==> config.mk <==
export PLATFORM = sky130hd
export DESIGN_NAME = color_hist_locator
export DESIGN_NICKNAME = d
export VERILOG_FILES = /design/src/rtl/color_hist_locator_pkg.sv /design/src/rtl/color_hist_locator_col_argmax.sv /design/src/rtl/color_hist_locator.sv
export SDC_FILE = /design/constraint.sdc
export NUM_CORES = 1
export LEC_CHECK = 0
export CORE_MARGIN = 3
export CORE_UTILIZATION = 59
export CTS_BUF_LIST = sky130_fd_sc_hd__clkbuf_4 sky130_fd_sc_hd__clkbuf_8
export DETAILED_ROUTE_END_ITERATION = 12
export GPL_ROUTABILITY_DRIVEN = 0
export PLACE_DENSITY_LB_ADDON = 0.15
export SLEW_MARGIN = 20
export SYNTH_ARGS = -nofsm -noshare
export SYNTH_HDL_FRONTEND = slang
export SYNTH_SLANG_ARGS = --single-unit
==> constraint.sdc <==
create_clock -name clk -period 5.3 [get_ports clk]
set_clock_uncertainty 0.15 [all_clocks]
set_input_delay 0.53 -clock clk [delete_from_list [all_inputs] [get_ports clk]]
set_output_delay 0.53 -clock clk [all_outputs]
set_load 0.01 [all_outputs]
==> src/rtl/color_hist_locator_pkg.sv <==
// Shared definitions for the colour-histogram object locator: FSM state
// encoding, colour-filter codes and the column-to-LED mapping.
package color_hist_locator_pkg;

    typedef enum logic [2:0] {
        IDLE,
        STREAM,
        DRAIN,
        SCAN,
        PUBLISH
    } state_e;

    // Filter codes, bit2 red, bit1 green, bit0 blue.
    typedef enum logic [2:0] {
        FILT_NONE = 3'b000,
        FILT_B    = 3'b001,
        FILT_G    = 3'b010,
        FILT_GB   = 3'b011,
        FILT_R    = 3'b100,
        FILT_RB   = 3'b101,
        FILT_RG   = 3'b110,
        FILT_RGB  = 3'b111
    } filt_e;

    // Column 0 maps to the most significant LED.
    function automatic int led_index(input int col, input int n_leds, input int n_cols);
        return n_leds - 1 - (col * n_leds) / n_cols;
    endfunction

endpackage

==> src/rtl/color_hist_locator_col_argmax.sv <==
// Running argmax over a stream of (value, index) pairs. start loads the
// first pair; later steps replace only on a strictly greater value, so the
// earliest index wins ties.
module col_argmax #(
    parameter int C_NB_VAL = 6,
    parameter int C_NB_IDX = 7
) (
    input  logic                clk,
    input  logic                rst,
    input  logic [C_NB_VAL-1:0] value,
    input  logic [C_NB_IDX-1:0] index,
    input  logic                start,
    input  logic                step,
    output logic [C_NB_VAL-1:0] max_val,
    output logic [C_NB_IDX-1:0] max_idx
);

    // Track the maximum seen since the last start.
    always_ff @(posedge clk) begin
        if (rst) begin
            max_val <= '0;
            max_idx <= '0;
        end else if (start) begin
            max_val <= value;
            max_idx <= index;
        end else if (step && (value > max_val)) begin
            max_val <= value;
            max_idx <= index;
        end
    end

endmodule

==> src/rtl/color_hist_locator.sv <==
// Colour-histogram object locator. Streams one frame from the source
// buffer, writes the colour-filtered frame back out, builds a per-column
// count of matching pixels, then publishes the strongest column.
//
// state   | meaning
// IDLE    | waiting for en, histogram held clear
// STREAM  | issuing read addresses 0..N-1
// DRAIN   | last pixel of the frame arrives and is written
// SCAN    | argmax over the column histogram, one column per cycle
// PUBLISH | register results, pulse frame_done, clear histogram
module color_hist_locator
    import color_hist_locator_pkg::*;
#(
    parameter int C_IMG_COLS     = 80,
    parameter int C_IMG_ROWS     = 60,
    parameter int C_NB_IMG_PXLS  = 13,
    parameter int C_NB_BUF_RED   = 4,
    parameter int C_NB_BUF_GREEN = 4,
    parameter int C_NB_BUF_BLUE  = 4,
    parameter int C_NB_HIST      = 6,
    parameter int C_NB_LEDS      = 8,
    parameter int C_MIN_CNT      = 4,
    localparam int C_NB_BUF      = C_NB_BUF_RED + C_NB_BUF_GREEN + C_NB_BUF_BLUE
) (
    input  logic                     clk,
    input  logic                     rst,
    input  logic                     en,
    input  logic [2:0]               rgbfilter,
    input  logic [C_NB_BUF-1:0]      orig_pxl,
    output logic [C_NB_IMG_PXLS-1:0] orig_addr,
    output logic                     proc_we,
    output logic [C_NB_BUF-1:0]      proc_pxl,
    output logic [C_NB_IMG_PXLS-1:0] proc_addr,
    output logic                     frame_done,
    output logic                     detected,
    output logic [7:0]               obj_col,
    output logic [C_NB_HIST-1:0]     obj_cnt,
    output logic [C_NB_LEDS-1:0]     leds
);

    localparam int N  = C_IMG_COLS * C_IMG_ROWS;
    localparam int CW = $clog2(C_IMG_COLS);
    localparam logic [C_NB_IMG_PXLS-1:0] LAST_ADDR = C_NB_IMG_PXLS'(N - 1);
    localparam logic [CW-1:0]            LAST_COL  = CW'(C_IMG_COLS - 1);
    localparam logic [C_NB_HIST-1:0]     HIST_MAX  = '1;
    localparam logic [C_NB_HIST-1:0]     MIN_CNT   = C_NB_HIST'(C_MIN_CNT);

    state_e               state;
    logic [2:0]           filt_q;
    logic [CW-1:0]        orig_col;
    logic [CW-1:0]        proc_col;
    logic [CW-1:0]        scan_idx;
    logic [C_NB_HIST-1:0] hist [C_IMG_COLS];
    logic                 match;
    logic [C_NB_HIST-1:0] max_val;
    logic [CW-1:0]        max_idx;
    logic                 scan_start;
    logic                 scan_step;

    // Pixel passes when every selected colour has its MSB set.
    always_comb begin
        match = 1'b1;
        if (((filt_q & FILT_R) != 3'b000) && !orig_pxl[C_NB_BUF-1])
            match = 1'b0;
        if (((filt_q & FILT_G) != 3'b000) && !orig_pxl[C_NB_BUF_GREEN+C_NB_BUF_BLUE-1])
            match = 1'b0;
        if (((filt_q & FILT_B) != 3'b000) && !orig_pxl[C_NB_BUF_BLUE-1])
            match = 1'b0;
    end

    assign proc_pxl   = match ? orig_pxl : '0;
    assign scan_step  = (state == SCAN);
    assign scan_start = (state == SCAN) && (scan_idx == '0);

    col_argmax #(
        .C_NB_VAL (C_NB_HIST),
        .C_NB_IDX (CW)
    ) u_argmax (
        .clk     (clk),
        .rst     (rst),
        .value   (hist[scan_idx]),
        .index   (scan_idx),
        .start   (scan_start),
        .step    (scan_step),
        .max_val (max_val),
        .max_idx (max_idx)
    );

    // Frame sequencer, write-back pipeline, histogram and result registers.
    always_ff @(posedge clk) begin
        if (rst) begin
            state      <= IDLE;
            filt_q     <= '0;
            orig_addr  <= '0;
            orig_col   <= '0;
            proc_we    <= 1'b0;
            proc_addr  <= '0;
            proc_col   <= '0;
            scan_idx   <= '0;
            frame_done <= 1'b0;
            detected   <= 1'b0;
            obj_col    <= '0;
            obj_cnt    <= '0;
            leds       <= '0;
            for (int i = 0; i < C_IMG_COLS; i++) hist[i] <= '0;
        end else begin
            frame_done <= 1'b0;
            // Write side trails the read address by one cycle, matching
            // the source buffer's read latency.
            proc_we    <= (state == STREAM);
            proc_addr  <= orig_addr;
            proc_col   <= orig_col;

            if (proc_we && match && (hist[proc_col] != HIST_MAX))
                hist[proc_col] <= hist[proc_col] + 1'b1;

            case (state)
                IDLE: begin
                    orig_addr <= '0;
                    orig_col  <= '0;
                    for (int i = 0; i < C_IMG_COLS; i++) hist[i] <= '0;
                    if (en) begin
                        filt_q <= rgbfilter;
                        state  <= STREAM;
                    end
                end
                STREAM: begin
                    if (orig_addr == LAST_ADDR) begin
                        orig_addr <= '0;
                        orig_col  <= '0;
                        state     <= DRAIN;
                    end else begin
                        orig_addr <= orig_addr + 1'b1;
                        orig_col  <= (orig_col == LAST_COL) ? '0 : orig_col + 1'b1;
                    end
                end
                DRAIN: begin
                    scan_idx <= '0;
                    state    <= SCAN;
                end
                SCAN: begin
                    if (scan_idx == LAST_COL)
                        state <= PUBLISH;
                    else
                        scan_idx <= scan_idx + 1'b1;
                end
                PUBLISH: begin
                    obj_col    <= 8'(max_idx);
                    obj_cnt    <= max_val;
                    detected   <= (max_val >= MIN_CNT);
                    leds       <= (max_val >= MIN_CNT)
                                  ? (C_NB_LEDS'(1) << led_index(int'(max_idx), C_NB_LEDS, C_IMG_COLS))
                                  : '0;
                    frame_done <= 1'b1;
                    for (int i = 0; i < C_IMG_COLS; i++) hist[i] <= '0;
                    if (en) begin
                        filt_q <= rgbfilter;
                        state  <= STREAM;
                    end else begin
                        state  <= IDLE;
                    end
                end
                default: state <= IDLE;
            endcase
        end
    end

endmodule

==> results.sh <==
export IMPL_run_status="complete, no violations"
export IMPL_synth_area_leaders="edfxtp_1 (53%), mux4_2 (22%), dfxtp_1 (4.4%), nor2_1 (3.9%), mux2i_1 (2.2%)"
export IMPL_internal_power_w=0.0111
export IMPL_yosys_warnings=0
export IMPL_cts_sinks=865
export IMPL_hold_violations=0
export IMPL_finalSetupViolCount=0
export IMPL_layout_nets=3262
export IMPL_synth_edff_count=768
export IMPL_period_needed_ns=5.22
export IMPL_min_delay_start="rst"
export IMPL_io_pins=81
export IMPL_drcViolationCount=0
export IMPL_post_synth_fa_ha_maj_area_fraction=0.00389
export IMPL_async_flop_share=0
export IMPL_hold_depth=2
export IMPL_dieHeight_um=278
export IMPL_worstSetupPathType="reg -> reg"
export IMPL_ant_nets=0
export IMPL_r2r_end="hist[60][2]$_SDFFCE_PN0P_"
export IMPL_synth_compound_area_frac=0.0364
export IMPL_drive_gt1_frac=0.312
export IMPL_synthTopCellsByCount="edfxtp_1 (768), nor2_1 (455), mux4_2 (435)"
export IMPL_p_leak_nw=16.4
export IMPL_wl_per_cell_um=33.1
export IMPL_yosysMostFrequentCell="edfxtp_1"
export IMPL_design_area_um2=50200
export IMPL_numPortBuffers=79
export IMPL_clock_latency_ns=0.81
export IMPL_path_clk_slew_ns=0.06
export IMPL_netSwitchingFraction=0.234
export IMPL_grt_pass1_vias=30277
export IMPL_place_hpwl_um=99300
export IMPL_fin_setup_tns_ns=0
export IMPL_cp_arrival_ns=5.58
export IMPL_switchingPower_w=0.00340
export IMPL_wl_um=143000
export IMPL_syn_cell_area_um2=43800
export IMPL_route_vias_total=30783
export IMPL_p_per_area_nw_per_um2=290
export IMPL_drt_iter0_drc=4969
export IMPL_coreArea_um2=73200
export IMPL_vdd_drop_max_v=0.000219
export IMPL_antenna_found_initial=7
export IMPL_firstDrtPassIters=6
export IMPL_slew_violations=0
export IMPL_cts_tree="yes"
export IMPL_overflow=0
export IMPL_viasPerCell=7.15
export IMPL_cts_made_buffers=144
export IMPL_worst_slew_pin_slew_ns=1.09
export IMPL_ys_ff_latch=865
export IMPL_grt_pass1_wl_um=208000
export IMPL_syn_inst=2964
export IMPL_rrSetupSlack_ns=0.08
export IMPL_pwr_share_comb=0.060
export IMPL_die_area_um2=77500
export IMPL_syn_num_nets=2994
export IMPL_rows=99
export IMPL_r2r_cells=14
export IMPL_rsz0062_at_grt="no"
export IMPL_avgSynthCellArea_um2=14.8
export IMPL_synthToLayoutAreaGrowth_pct=14.5
export IMPL_pre_cts_ws_ns=0.141
export IMPL_slew_headroom=0.273
export IMPL_yosysTopAreaCell="edfxtp_1"
export IMPL_die_x_um=278
export IMPL_worst_slack_ns=0.0781
export IMPL_critical_path_peak_fanout=26
export IMPL_synth_top_family_by_area="multiplexers"
export IMPL_ys_flop_type="edfxtp_1"
export IMPL_hold_class="in -> reg"
export IMPL_placedInstanceArea_um2=47300
export IMPL_synth_mux_area_frac=0.249
export IMPL_crit_required_ns=5.66
export IMPL_synth_simple_area_share=0.103
export IMPL_ys_types=75
export IMPL_clkPwrFrac=0.406
export IMPL_track_usage=0.373
export IMPL_fmax_mhz=191
export IMPL_clockBufferDepth=3
export IMPL_ctsHtreeMaxLevel=4
export IMPL_r2r_start="proc_col[0]$_SDFF_PP0_"
export IMPL_max_cap_violations=0
export IMPL_finalCritPeriodShare=0.985
export IMPL_synth_xor_area_frac=0.00303
export IMPL_synth_top_cell_area_share=0.527
export IMPL_start_util=0.598
export IMPL_endpoint_kind="register"
export IMPL_grt_start_max_net_pins=72
export IMPL_synth_seq_area_share=0.571
export IMPL_seqPwrFrac=0.533
export IMPL_cts_root_buf="clkbuf_8"
export IMPL_hold_end="filt_q[1]$_SDFFE_PP0P_"
export IMPL_cp_start_kind="register"
metrics by stage:
stage | hold WS [ns] | total power (W) | std cells | utilization
floorplan | 0.290 | 0.00829 | 2964 | -
global placement | 0.298 | 0.00869 | 4045 | 0.646
detailed placement | 0.301 | 0.00873 | 4045 | 0.646
CTS | 0.0858 | 0.0145 | 4304 | 0.685
global route | 0.141 | 0.0149 | 4305 | 0.685
finish | 0.131 | 0.0145 | 4308 | 0.685
state kept, by name, indices dropped and copies added (netlist names), named ones only:
register	cells
detected	1
filt_q	3
frame_done	1
hist	768
leds	8
obj_cnt	6
obj_col	7
orig_addr	13
orig_col	7
proc_addr	13
proc_col	7
proc_we	1
scan_idx	7
state	3
u_argmax.max_idx	7
u_argmax.max_val	6
cells by family (layout without fill, tap and decap cells):
family | after synthesis | count (layout)
buffers and inverters | 301 | 682
flip-flops | 865 | 865
XOR/XNOR | 13 | 13
other | 1 | 5
adder cells (fa/ha/maj) | 14 | 14
multiplexers | 543 | 543
AO/OA/AOI/OAI | 256 | 256
AND/OR/NAND/NOR | 971 | 971
metal layers:
layer  vias to the layer above  global-route usage  share of wire
met3                       485               0.130           0.15
met2                      2626               0.554           0.45
met4                        10               0.190          0.060
met5                         -                   0        0.00048
li1                      12254                   -              -
met1                     15408               0.494           0.34
timing repair:
action                                 in CTS  in global routing
resized for setup                           0                  1
setup buffers                               0                  0
hold buffers                                0                  0
setup endpoints to repair                   0                291
endpoints found under the hold margin       0                  0
power by group through the flow:
| stage | logic, W | clock network [W] | registers, W |
|---|---|---|---|
| final | 0.000874 | 0.00590 | 0.00775 |
| after global routing | 0.000896 | 0.00623 | 0.00776 |
| after CTS | 0.000845 | 0.00593 | 0.00775 |
| after detailed placement | 0.000841 | 0 | 0.00789 |
| after global placement | 0.000823 | 0 | 0.00787 |
| after floorplan | 0.000466 | 0 | 0.00783 |
how the worst max path moves through the flow:
| stage | from | end | slack [ns] | cells after the start |
|---|---|---|---|---|
| global placement | proc_col[0]$_SDFF_PP0_ | hist[22][1]$_SDFFCE_PN0P_ | 0.32 | 12 |
| finish | proc_col[0]$_SDFF_PP0_ | hist[60][2]$_SDFFCE_PN0P_ | 0.08 | 14 |
| detailed placement | proc_col[0]$_SDFF_PP0_ | hist[60][3]$_SDFFCE_PN0P_ | 0.14 | 13 |
| CTS | proc_col[0]$_SDFF_PP0_ | hist[60][2]$_SDFFCE_PN0P_ | 0.12 | 13 |
| floorplan | register | u_argmax.max_idx[3]$_SDFFE_PP0P_ | 0.02 | 18 |
| global route | proc_col[0]$_SDFF_PP0_ | hist[60][2]$_SDFFCE_PN0P_ | 0.03 | 14 |
area by class of cell:
type                       count  area, um^2
tap                          959        1200
clock inverter                64         419
clock buffer                 195        2400
multi-input combinational   1798       17300
antenna                        4        10.0
sequential                   865       25000
timing repair buffer         402        3670
fill                        4910       23100
inverter                      21        78.8
worst max-delay path: stages (launching register included):
cell	delay, ns
dfxtp_4	0.88
buf_12	0.33
nor2b_1	0.46
buf_4	0.27
a22oi_1	0.10
a41oi_1	0.41
o311ai_1	0.31
o32a_1	0.32
ha_2	0.22
nand4_1	0.14
buf_12	0.15
nand4_1	0.30
buf_12	0.32
o21ai_0	0.30
buf_4	0.22
layout by cell type, fill, tap and decap left out, types with 16 or more instances in the layout:
master | Yosys | layout
nand3_1 | 24 | 24
mux4_2 | 435 | 435
edfxtp_1 | 768 | 768
clkbuf_4 | 0 | 45
nand2b_1 | 23 | 23
nor4_2 | 20 | 20
dfxtp_1 | 97 | 88
buf_4 | 26 | 286
clkbuf_8 | 0 | 150
buf_12 | 0 | 37
nand4_1 | 16 | 16
nand2_1 | 183 | 182
nor3_1 | 101 | 101
clkinv_1 | 1 | 40
nor2b_1 | 36 | 36
nor2_1 | 455 | 454
a21oi_1 | 42 | 42
clkdlybuf4s50_1 | 0 | 78
o21ai_0 | 98 | 98
and2_1 | 21 | 21
mux2i_1 | 95 | 95
nor4_1 | 56 | 56
inv_1 | 19 | 19
a22oi_1 | 28 | 28
No activity file was read; power rests on OpenSTA's default activity.
